===== config.mk =====
export PLATFORM = sky130hd
export DESIGN_NAME = bin_to_bcd_seq
export DESIGN_NICKNAME = d
export VERILOG_FILES = /design/src/rtl/bcd_pkg.sv /design/src/rtl/bcd_digit_adjust.sv /design/src/rtl/bin_to_bcd_seq.sv
export SDC_FILE = /design/constraint.sdc
export NUM_CORES = 1
export LEC_CHECK = 0
export ABC_AREA = 1
export CAP_MARGIN = 10
export CORE_ASPECT_RATIO = 1.75
export CORE_UTILIZATION = 51
export DETAILED_ROUTE_END_ITERATION = 8
export GPL_ROUTABILITY_DRIVEN = 0
export GPL_TIMING_DRIVEN = 0
export PLACE_DENSITY = 0.83
export SYNTH_ARGS = -nofsm -noshare
export SYNTH_HDL_FRONTEND = slang
export SYNTH_SLANG_ARGS = --single-unit

===== constraint.sdc =====
create_clock -name clk -period 1.3 [get_ports clk]
set_input_delay 0.195 -clock clk [delete_from_list [all_inputs] [get_ports clk]]
set_output_delay 0.195 -clock clk [all_outputs]
set_load 0.02 [all_outputs]

===== src/rtl/bcd_pkg.sv =====
// Shared types and constants for the binary-to-BCD conversion blocks.
// Also provides the minimum digit count needed to represent a binary word of a given width.
package bcd_pkg;

    typedef enum logic [1:0] {IDLE, SHIFT, DONE} state_t;

    localparam int unsigned BCD_DIGIT_W    = 4;
    localparam logic [3:0]  BCD_ADJ_THRESH = 4'd5;
    localparam logic [3:0]  BCD_ADJ_ADD    = 4'd3;

    // Decimal digits needed to hold 2^bin_w - 1.
    function automatic int unsigned bcd_min_digits(input int unsigned bin_w);
        longint unsigned maxv;
        int unsigned     d;
        maxv = (64'd1 << bin_w) - 64'd1;
        d    = 1;
        while (maxv > 64'd9) begin
            maxv = maxv / 64'd10;
            d    = d + 1;
        end
        return d;
    endfunction

endpackage


===== src/rtl/bcd_digit_adjust.sv =====
// Double-dabble correction for one BCD digit: adds 3 when the digit is 5 or more,
// so that the following left shift carries correctly into the next decimal digit.
module bcd_digit_adjust
    import bcd_pkg::*;
(
    input  logic [BCD_DIGIT_W-1:0] digit,
    output logic [BCD_DIGIT_W-1:0] adjusted
);

    // 4-bit add, no carry out: input never exceeds 9, so the result is at most 12.
    assign adjusted = (digit >= BCD_ADJ_THRESH) ? digit + BCD_ADJ_ADD : digit;

endmodule


===== src/rtl/bin_to_bcd_seq.sv =====
// Iterative shift-and-add-3 binary to packed BCD converter, one bit per clock,
// with valid/ready handshakes on input and output.
module bin_to_bcd_seq
    import bcd_pkg::*;
#(
    parameter int unsigned BIN_W  = 8,
    parameter int unsigned DIGITS = 3
) (
    input  logic                          clk,
    input  logic                          rst_n,
    input  logic                          in_valid,
    output logic                          in_ready,
    input  logic [BIN_W-1:0]              in_bin,
    output logic                          out_valid,
    input  logic                          out_ready,
    output logic [BCD_DIGIT_W*DIGITS-1:0] out_bcd,
    output logic                          busy
);

    localparam int unsigned BCD_W = BCD_DIGIT_W * DIGITS;
    localparam int unsigned CNT_W = $clog2(BIN_W + 1);

    if (BIN_W < 1 || BIN_W > 32) begin : g_bad_bin_w
        $error("bin_to_bcd_seq: BIN_W must be in 1..32");
    end
    if (DIGITS < bcd_min_digits(BIN_W)) begin : g_bad_digits
        $error("bin_to_bcd_seq: DIGITS too small for BIN_W");
    end

    state_t             state_q, state_d;
    logic [BIN_W-1:0]   bin_q, bin_d;
    logic [BCD_W-1:0]   bcd_q, bcd_d;
    logic [CNT_W-1:0]   cnt_q, cnt_d;
    logic [BCD_W-1:0]   bcd_adj;
    logic [BCD_W+BIN_W-1:0] shifted;

    for (genvar i = 0; i < DIGITS; i++) begin : g_adj
        bcd_digit_adjust u_adj (
            .digit    (bcd_q[BCD_DIGIT_W*i +: BCD_DIGIT_W]),
            .adjusted (bcd_adj[BCD_DIGIT_W*i +: BCD_DIGIT_W])
        );
    end

    // Binary MSB enters digit 0 bit 0.
    assign shifted = {bcd_adj, bin_q} << 1;

    always_comb begin
        state_d = state_q;
        bin_d   = bin_q;
        bcd_d   = bcd_q;
        cnt_d   = cnt_q;
        unique case (state_q)
            IDLE: begin
                if (in_valid) begin
                    bin_d   = in_bin;
                    bcd_d   = '0;
                    cnt_d   = CNT_W'(BIN_W);
                    state_d = SHIFT;
                end
            end
            SHIFT: begin
                {bcd_d, bin_d} = shifted;
                cnt_d          = cnt_q - CNT_W'(1);
                if (cnt_q == CNT_W'(1)) begin
                    state_d = DONE;
                end
            end
            DONE: begin
                if (out_ready) begin
                    state_d = IDLE;
                end
            end
            default: state_d = IDLE;
        endcase
    end

    always_ff @(posedge clk or negedge rst_n) begin
        if (!rst_n) begin
            state_q <= IDLE;
            bin_q   <= '0;
            bcd_q   <= '0;
            cnt_q   <= '0;
        end else begin
            state_q <= state_d;
            bin_q   <= bin_d;
            bcd_q   <= bcd_d;
            cnt_q   <= cnt_d;
        end
    end

    assign in_ready  = (state_q == IDLE);
    assign busy      = (state_q == SHIFT);
    assign out_valid = (state_q == DONE);
    assign out_bcd   = bcd_q;

endmodule


==> results of run 1 <==
[worst register-to-register path: stages (launching register included)]
cell and delay (ns):
dfrtp_1 0.40, inv_2 0.09, buf_4 0.11, nand2_2 0.08, nor2_2 0.30, nand2_1 0.12, nand3_1 0.12
[area by class of cell]
class | count | area, sq um
inverters | 21 | 83.8
clock buffers | 4 | 45.0
plain buffers | 4 | 48.8
repair buffers | 39 | 354
flip-flops and latches | 26 | 657
fillers | 218 | 795
multi-input cells | 123 | 673
well taps | 27 | 33.8
[per-layer routing]
metal | up-vias | global-route usage, %
met5 | - | 0
met2 | 30 | 43.6
met1 | 632 | 24.2
li1 | 651 | -
met4 | 0 | 8.96
met3 | 7 | 2.49
[cells by family (layout without fill, tap and decap cells)]
| logic type | count (synthesis) | after routing | share of synthesized area, % |
|---|---|---|---|
| and+or+nand+nor | 96 | 96 | 29.5 |
| DFF | 26 | 26 | 45.7 |
| xor gates and xnor gates | 1 | 1 | 0.615 |
| AOI/OAI and AO/OA | 18 | 18 | 8.34 |
| adders and majority gates | 8 | 8 | 7.02 |
| buffers and inverters | 25 | 68 | 8.87 |
[metrics by stage]
| stage | TNS, ns | instances |
|---|---|---|
| after floorplan | 0 | 174 |
| after global placement | -8.67 | 227 |
| after detailed placement | -9.05 | 227 |
| after CTS | -0.124 | 231 |
| after global routing | -0.570 | 244 |
| final | -0.0538 | 244 |
[synth_stat cells]
| cell type | number | share of area, % |
|---|---|---|
| nand2_1 | 62 | 16 |
| dfrtp_1 | 26 | 46 |
| nand3_1 | 19 | 6.7 |
| inv_1 | 18 | 4.7 |
| ha_1 | 8 | 7.0 |
| nand4_1 | 6 | 2.6 |
| o22ai_1 | 5 | 2.2 |
| buf_6 | 4 | 3.2 |
| nor2_1 | 4 | 1.1 |
| o21ai_0 | 4 | 1.4 |
| a21oi_1 | 3 | 1.1 |
| inv_2 | 2 | 0.53 |
| nand2_4 | 2 | 1.6 |
| o21bai_1 | 2 | 1.1 |
| o22ai_2 | 2 | 1.8 |
| inv_4 | 1 | 0.44 |
| nand2_2 | 1 | 0.44 |
| nor2_2 | 1 | 0.44 |
| nor3_1 | 1 | 0.35 |
| o211ai_1 | 1 | 0.53 |
| o21ai_1 | 1 | 0.35 |
| xnor2_1 | 1 | 0.61 |
[power breakdown]
part | total (mW) | internal, mW | switching (mW) | leakage, nW
Sequential | 1.50 | 1.18 | 0.318 | 0.323
Combinational | 2.87 | 1.25 | 1.62 | 0.644
Clock | 0.468 | 0.220 | 0.248 | 0.0228
Total | 4.83 | 2.65 | 2.19 | 0.990
[state kept, by name, indices dropped and copies added, names as in the netlist]
register / cells
bin_q: 8
cnt_q: 4
out_bcd: 12
state_q: 2
[what timing repair did]
| action | 4_1_cts | 5_1_grt |
|---|---|---|
| cloned | 0 | 0 |
| resized for setup | 28 | 19 |
| pin swaps | 0 | 4 |
| buffers inserted | 0 | 12 |
| setup endpoints to repair | 41 | 12 |
[worst paths after layout]
check	start	slack, ns	end
max reg2reg	state_q[1]	0.01	bin_q[5]
min in group clk	in_bin[0]	0.47	bin_q[0]
min reg2reg	bin_q[0]	0.49	bin_q[0]
max in group asynchronous	rst_n	0.86	state_q[0]
min	rst_n	-0.03	out_bcd[5]
max	state_q[1]	-0.05	busy
==> results by group, run 1 <==
Clock tree
  • CTS tree: built
  • Root buf cell: clkbuf_8
  • # clock sinks: 26
  • CTS buffer count: 3
  • Worst-skew pair later-pin latency: 0.27 ns
  • H-tree level count: 1
  • Clock buffer depth: 2
  • Clk pin slew, worst setup/hold paths: 0.09 ns
  • # hold bufs at CTS: 0

Synthesis
  • Syn Nets: 194
  • Sequential fraction of the synthesis area: 45.7%
  • Synth cell types: 22
  • Mean area per synthesized cell: 8.19 sq um
  • Post-Syn Area: 1430 sq um
  • #FFs+latches synth: 26
  • Synth Instances: 174
  • Yosys warnings: 0

GRT
  • Initial antenna violation count: 0
  • GRT Total Usage: 22.6%
  • Largest net degree at the start of global routing: 27
  • Total gr overflow: 0
  • Global-route wire length before repair: 5.26 mm
  • Vias in the first global route: 1257

Critical path
  • Crit Path Max Fanout: 8
  • Nature of the critical path startpoint: flop
  • Critical Path Stages: 5
  • Crit Path Category: flop to primary output
  • Crit path max-delay family: flip-flops
  • Critical Path, Cell by Cell: inv_2, nand2_4, inv_6, buf_8, buf_6
  • Worst R2R Path Depth: 6
  • CP peak stage delay: 0.40 ns
  • Critical path endpoint category: primary output
  • CP Buf/Inv Count: 4
  • Critical Path RT: 1.11 ns
  • Data arrival time of the worst path: 1.16 ns
  • CP max stage cell: dfrtp_1

Timing
  • Final hold violations: 8
  • Max Fclk: 0.739 GHz
  • Final Cycle Share: 104%
  • Final setup margin: -0.0538 ns
  • RSZ-0062 raised after global routing: true
  • Rel. slew slack: 68.4%
  • Worst slew pin tran: 0.475 ns
  • Post-layout min period: 1.35 ns
  • Worst hold margin: -0.0281 ns
  • Setup violators final: 1
  • Slew Viols, Final: 0
  • Worst Skew: 0.00317 ns

Die
  • Core Rows: 25
  • Die width: 42.0 microns
  • Io pins: 27
  • Die area: 3020 sq um
  • Core area: 2690 sq um
  • Starting Density: 53.0%
  • Die H: 71.9 microns

Final layout
  • Most common cell after layout, fill and taps aside: nand2_1
  • Share of cells above drive strength 1: 23.5%
  • Commonest cells after routing, fill and taps aside: nand2_1 (58), dfrtp_1 (21), nand3_1 (16)
  • Diodes inserted: 0
  • Core Util, Final: 70.5%
  • Area Growth Syn to Fin: 33.0%
  • Final net count: 238
  • Fin area: 1900 sq um

Routing
  • Vias: 1320
  • Detail Route met2 WL: 1.90 mm
  • Post-Route WL: 3.27 mm
  • WL met1: 1.22 mm
  • DRT Pass-1 Iters: 4
  • Initial DRC Count: 39
  • DR WL/cell: 13.4 microns
  • Final ANT Viol Nets: 0
  • Uppermost layer routed: met4
  • Met3 wire len: 90 microns
  • Drt drc: 0
  • Drt via density: 5.41

Placement
  • I/O Buffers: 26
  • Pre-CTS setup slack: -0.399 ns
  • Dpl hpwl: 2.28 mm
  • Area after DPL: 1720 sq um

Power and ir drop
  • Cell Pwr Density: 2550 nW/um^2
  • Leak Pwr: 0.990 nW
  • Overall Power: 4.83 mW
  • Max rail drop VDD: 1.47 mV

Worst hold path
  • Worst hold path class: input port to asynchronous set/reset pin

Status
  • Violated checks: hold timing, setup timing
  • Run status: finished with violations

Job
  • Max Cap Violations: 0
Note: power is estimated with default switching activity, not from simulation.
==> inputs of run 2 (changes only) <==
--- a/config.mk
+++ b/config.mk
@@ -6,7 +6,6 @@
 export NUM_CORES = 1
 export LEC_CHECK = 0
 export ABC_AREA = 1
-export CAP_MARGIN = 10
 export CORE_ASPECT_RATIO = 1.75
 export CORE_UTILIZATION = 51
 export DETAILED_ROUTE_END_ITERATION = 8
==> run 2 against run 1 <==
Compared with the run above: the run ends with setup timing left; utilization down 1.0 points; sequential cell count unchanged; final area down 1.5%; sequential share of layout area up 0.51 points; first-iteration DRC count down 7.7%; critical path depth unchanged; clock skew about the same; non-clock buffer count down 1; sequential power about the same; clock-buffer cell count unchanged.
==> results by group, run 2 (synthesized netlist as in run 1, its figures left out) <==
Clock tree
  • # hold bufs at CTS: 0 (unchanged)
  • Clock buffer depth: 2 (unchanged)
  • Clk pin slew, worst setup/hold paths: 0.09 ns (about the same)
  • Worst-skew pair later-pin latency: 0.27 ns (about the same)
  • Root buf cell: clkbuf_8 (unchanged)
  • CTS tree: built (unchanged)
  • # clock sinks: 26 (unchanged)
  • H-tree level count: 1 (unchanged)
  • CTS buffer count: 3 (unchanged)

Die
  • Core Rows: 25 (unchanged)
  • Die H: 71.9 microns (unchanged)
  • Die width: 42.0 microns (unchanged)
  • Io pins: 27 (unchanged)
  • Core area: 2690 sq um (unchanged)
  • Die area: 3020 sq um (unchanged)
  • Starting Density: 53.0% (unchanged)

Power and ir drop
  • Cell Pwr Density: 2580 nW/um^2 (was 2550 nW/um^2)
  • Max rail drop VDD: 1.47 mV (about the same)
  • Leak Pwr: 0.977 nW (was 0.990 nW)
  • Overall Power: 4.83 mW (about the same)

GRT
  • Global-route wire length before repair: 5.26 mm (unchanged)
  • Total gr overflow: 0 (unchanged)
  • Initial antenna violation count: 0 (unchanged)
  • Vias in the first global route: 1257 (unchanged)
  • Largest net degree at the start of global routing: 27 (unchanged)
  • GRT Total Usage: 22.6% (unchanged)

Critical path
  • Worst setup startpoint: state_q[1] (unchanged)
  • Reg2Reg Launch Point: state_q[1] (unchanged)
  • Crit Path Max Fanout: 8 (unchanged)
  • Data arrival time of the worst path: 1.16 ns (about the same)
  • Critical path endpoint category: primary output (unchanged)
  • Critical Path RT: 1.11 ns (about the same)
  • RR Endpoint: bin_q[5] (unchanged)
  • Nature of the critical path startpoint: flop (unchanged)
  • Crit Path Category: flop to primary output (unchanged)
  • Flop2flop setup slack: 0.01 ns (about the same)
  • Worst R2R Path Depth: 6 (unchanged)

Placement
  • Pre-CTS setup slack: -0.399 ns (unchanged)
  • Dpl hpwl: 2.28 mm (unchanged)
  • Area after DPL: 1720 sq um (unchanged)
  • I/O Buffers: 26 (unchanged)

Routing
  • Vias: 1314 (was 1320)
  • Post-Route WL: 3.27 mm (about the same)
  • DR WL/cell: 13.5 microns (was 13.4 microns)
  • DRT Pass-1 Iters: 4 (unchanged)
  • Final ANT Viol Nets: 0 (unchanged)
  • Drt via density: 5.41 (about the same)
  • Drt drc: 0 (unchanged)
  • Initial DRC Count: 36 (was 39)

Final layout
  • Area Growth Syn to Fin: 31.1% (was 33.0%)
  • Diodes inserted: 0 (unchanged)
  • Commonest cells after routing, fill and taps aside: nand2_1 (58), dfrtp_1 (21), nand3_1 (16) (unchanged)
  • Final net count: 237 (was 238)
  • Core Util, Final: 69.4% (was 70.5%)
  • Most common cell after layout, fill and taps aside: nand2_1 (unchanged)
  • Share of cells above drive strength 1: 23.1% (was 23.5%)
  • Fin area: 1870 sq um (was 1900 sq um)
  • Max reg flops: 12 (unchanged)

Worst hold path
  • Worst hold path class: input port to asynchronous set/reset pin (unchanged)

Timing
  • Final setup margin: -0.0563 ns (was -0.0538 ns)
  • Rel. slew slack: 23.4% (was 68.4%)
  • Sum Neg Setup Slack: -0.0563 ns (was -0.0538 ns)
  • Worst slew pin tran: 1.15 ns (was 0.475 ns)
  • RSZ-0062 raised after global routing: true (unchanged)
  • Final hold violations: 0 (was 8)
  • Worst Skew: 0.00306 ns (was 0.00317 ns)
  • Post-layout min period: 1.36 ns (was 1.35 ns)
  • Final Cycle Share: 104% (about the same)
  • Max Fclk: 0.737 GHz (was 0.739 GHz)
  • Setup violators final: 1 (unchanged)
  • Slew Viols, Final: 0 (unchanged)

Status
  • Run status: finished with violations (unchanged)
  • Violated checks: setup timing (was hold timing, setup timing)

Job
  • Max Cap Violations: 0 (unchanged)
[run 2: cell types whose count changed in the layout (fill, tap and decap cells not counted)]
cell    delta
buf_16     -1
[run 2: through the flow]
stage	hold slack, ns	cells
4_1_cts	0.300	231
5_1_grt	0.366	243
6_report	0.261	243
3_5_place_dp	0.471	227
2_1_floorplan	-0.101	174
3_3_place_gp	0.460	227
[run 2: final cells by class]
class                           count  area [sq um]
Clock buffer                        4          45.0
Multi-Input combinational cell    123           673
Buffer                              4          48.8
Inverter                           21          83.8
Sequential cell                    26           657
Timing Repair Buffer               38           327
Fill cell                         220           822
Tap cell                           27          33.8
[run 2: critical path, cell delays in order (launching register included)]
cell	delay [ns]
dfrtp_1	0.40
inv_2	0.09
nand2_4	0.09
inv_6	0.08
buf_8	0.11
buf_6	0.11
[run 2: how the worst max path moves through the flow]
stage                       to  slack [ns]  cells past startpoint
CTS                       busy       -0.12                      5
global route              busy       -0.09                      5
global placement    out_bcd[0]       -0.40                      1
floorplan           out_bcd[5]        0.02                      8
finish                    busy       -0.06                      5
detailed placement  out_bcd[0]       -0.40                      1
[run 2: routing by layer]
layer | vias up | part of all wire (%) | GRT usage, %
li1 | 646 | - | -
met1 | 634 | 38 | 24.2
met2 | 27 | 58 | 43.6
met3 | 7 | 2.2 | 2.49
met4 | 0 | 1.8 | 8.96
met5 | - | 0 | 0
[run 2: repair_timing]
action	4_1_cts	5_1_grt
setup endpoints to repair	41	13
buffers inserted	0	12
resized for setup	28	19
cloned	0	0
pin swaps	0	4
[run 2: where the power goes]
group / leakage (nW) / total (mW) / switching [mW] / internal, mW
clock network: 0.0228 / 0.470 / 0.250 / 0.220
logic: 0.632 / 2.86 / 1.62 / 1.24
registers: 0.323 / 1.50 / 0.318 / 1.18
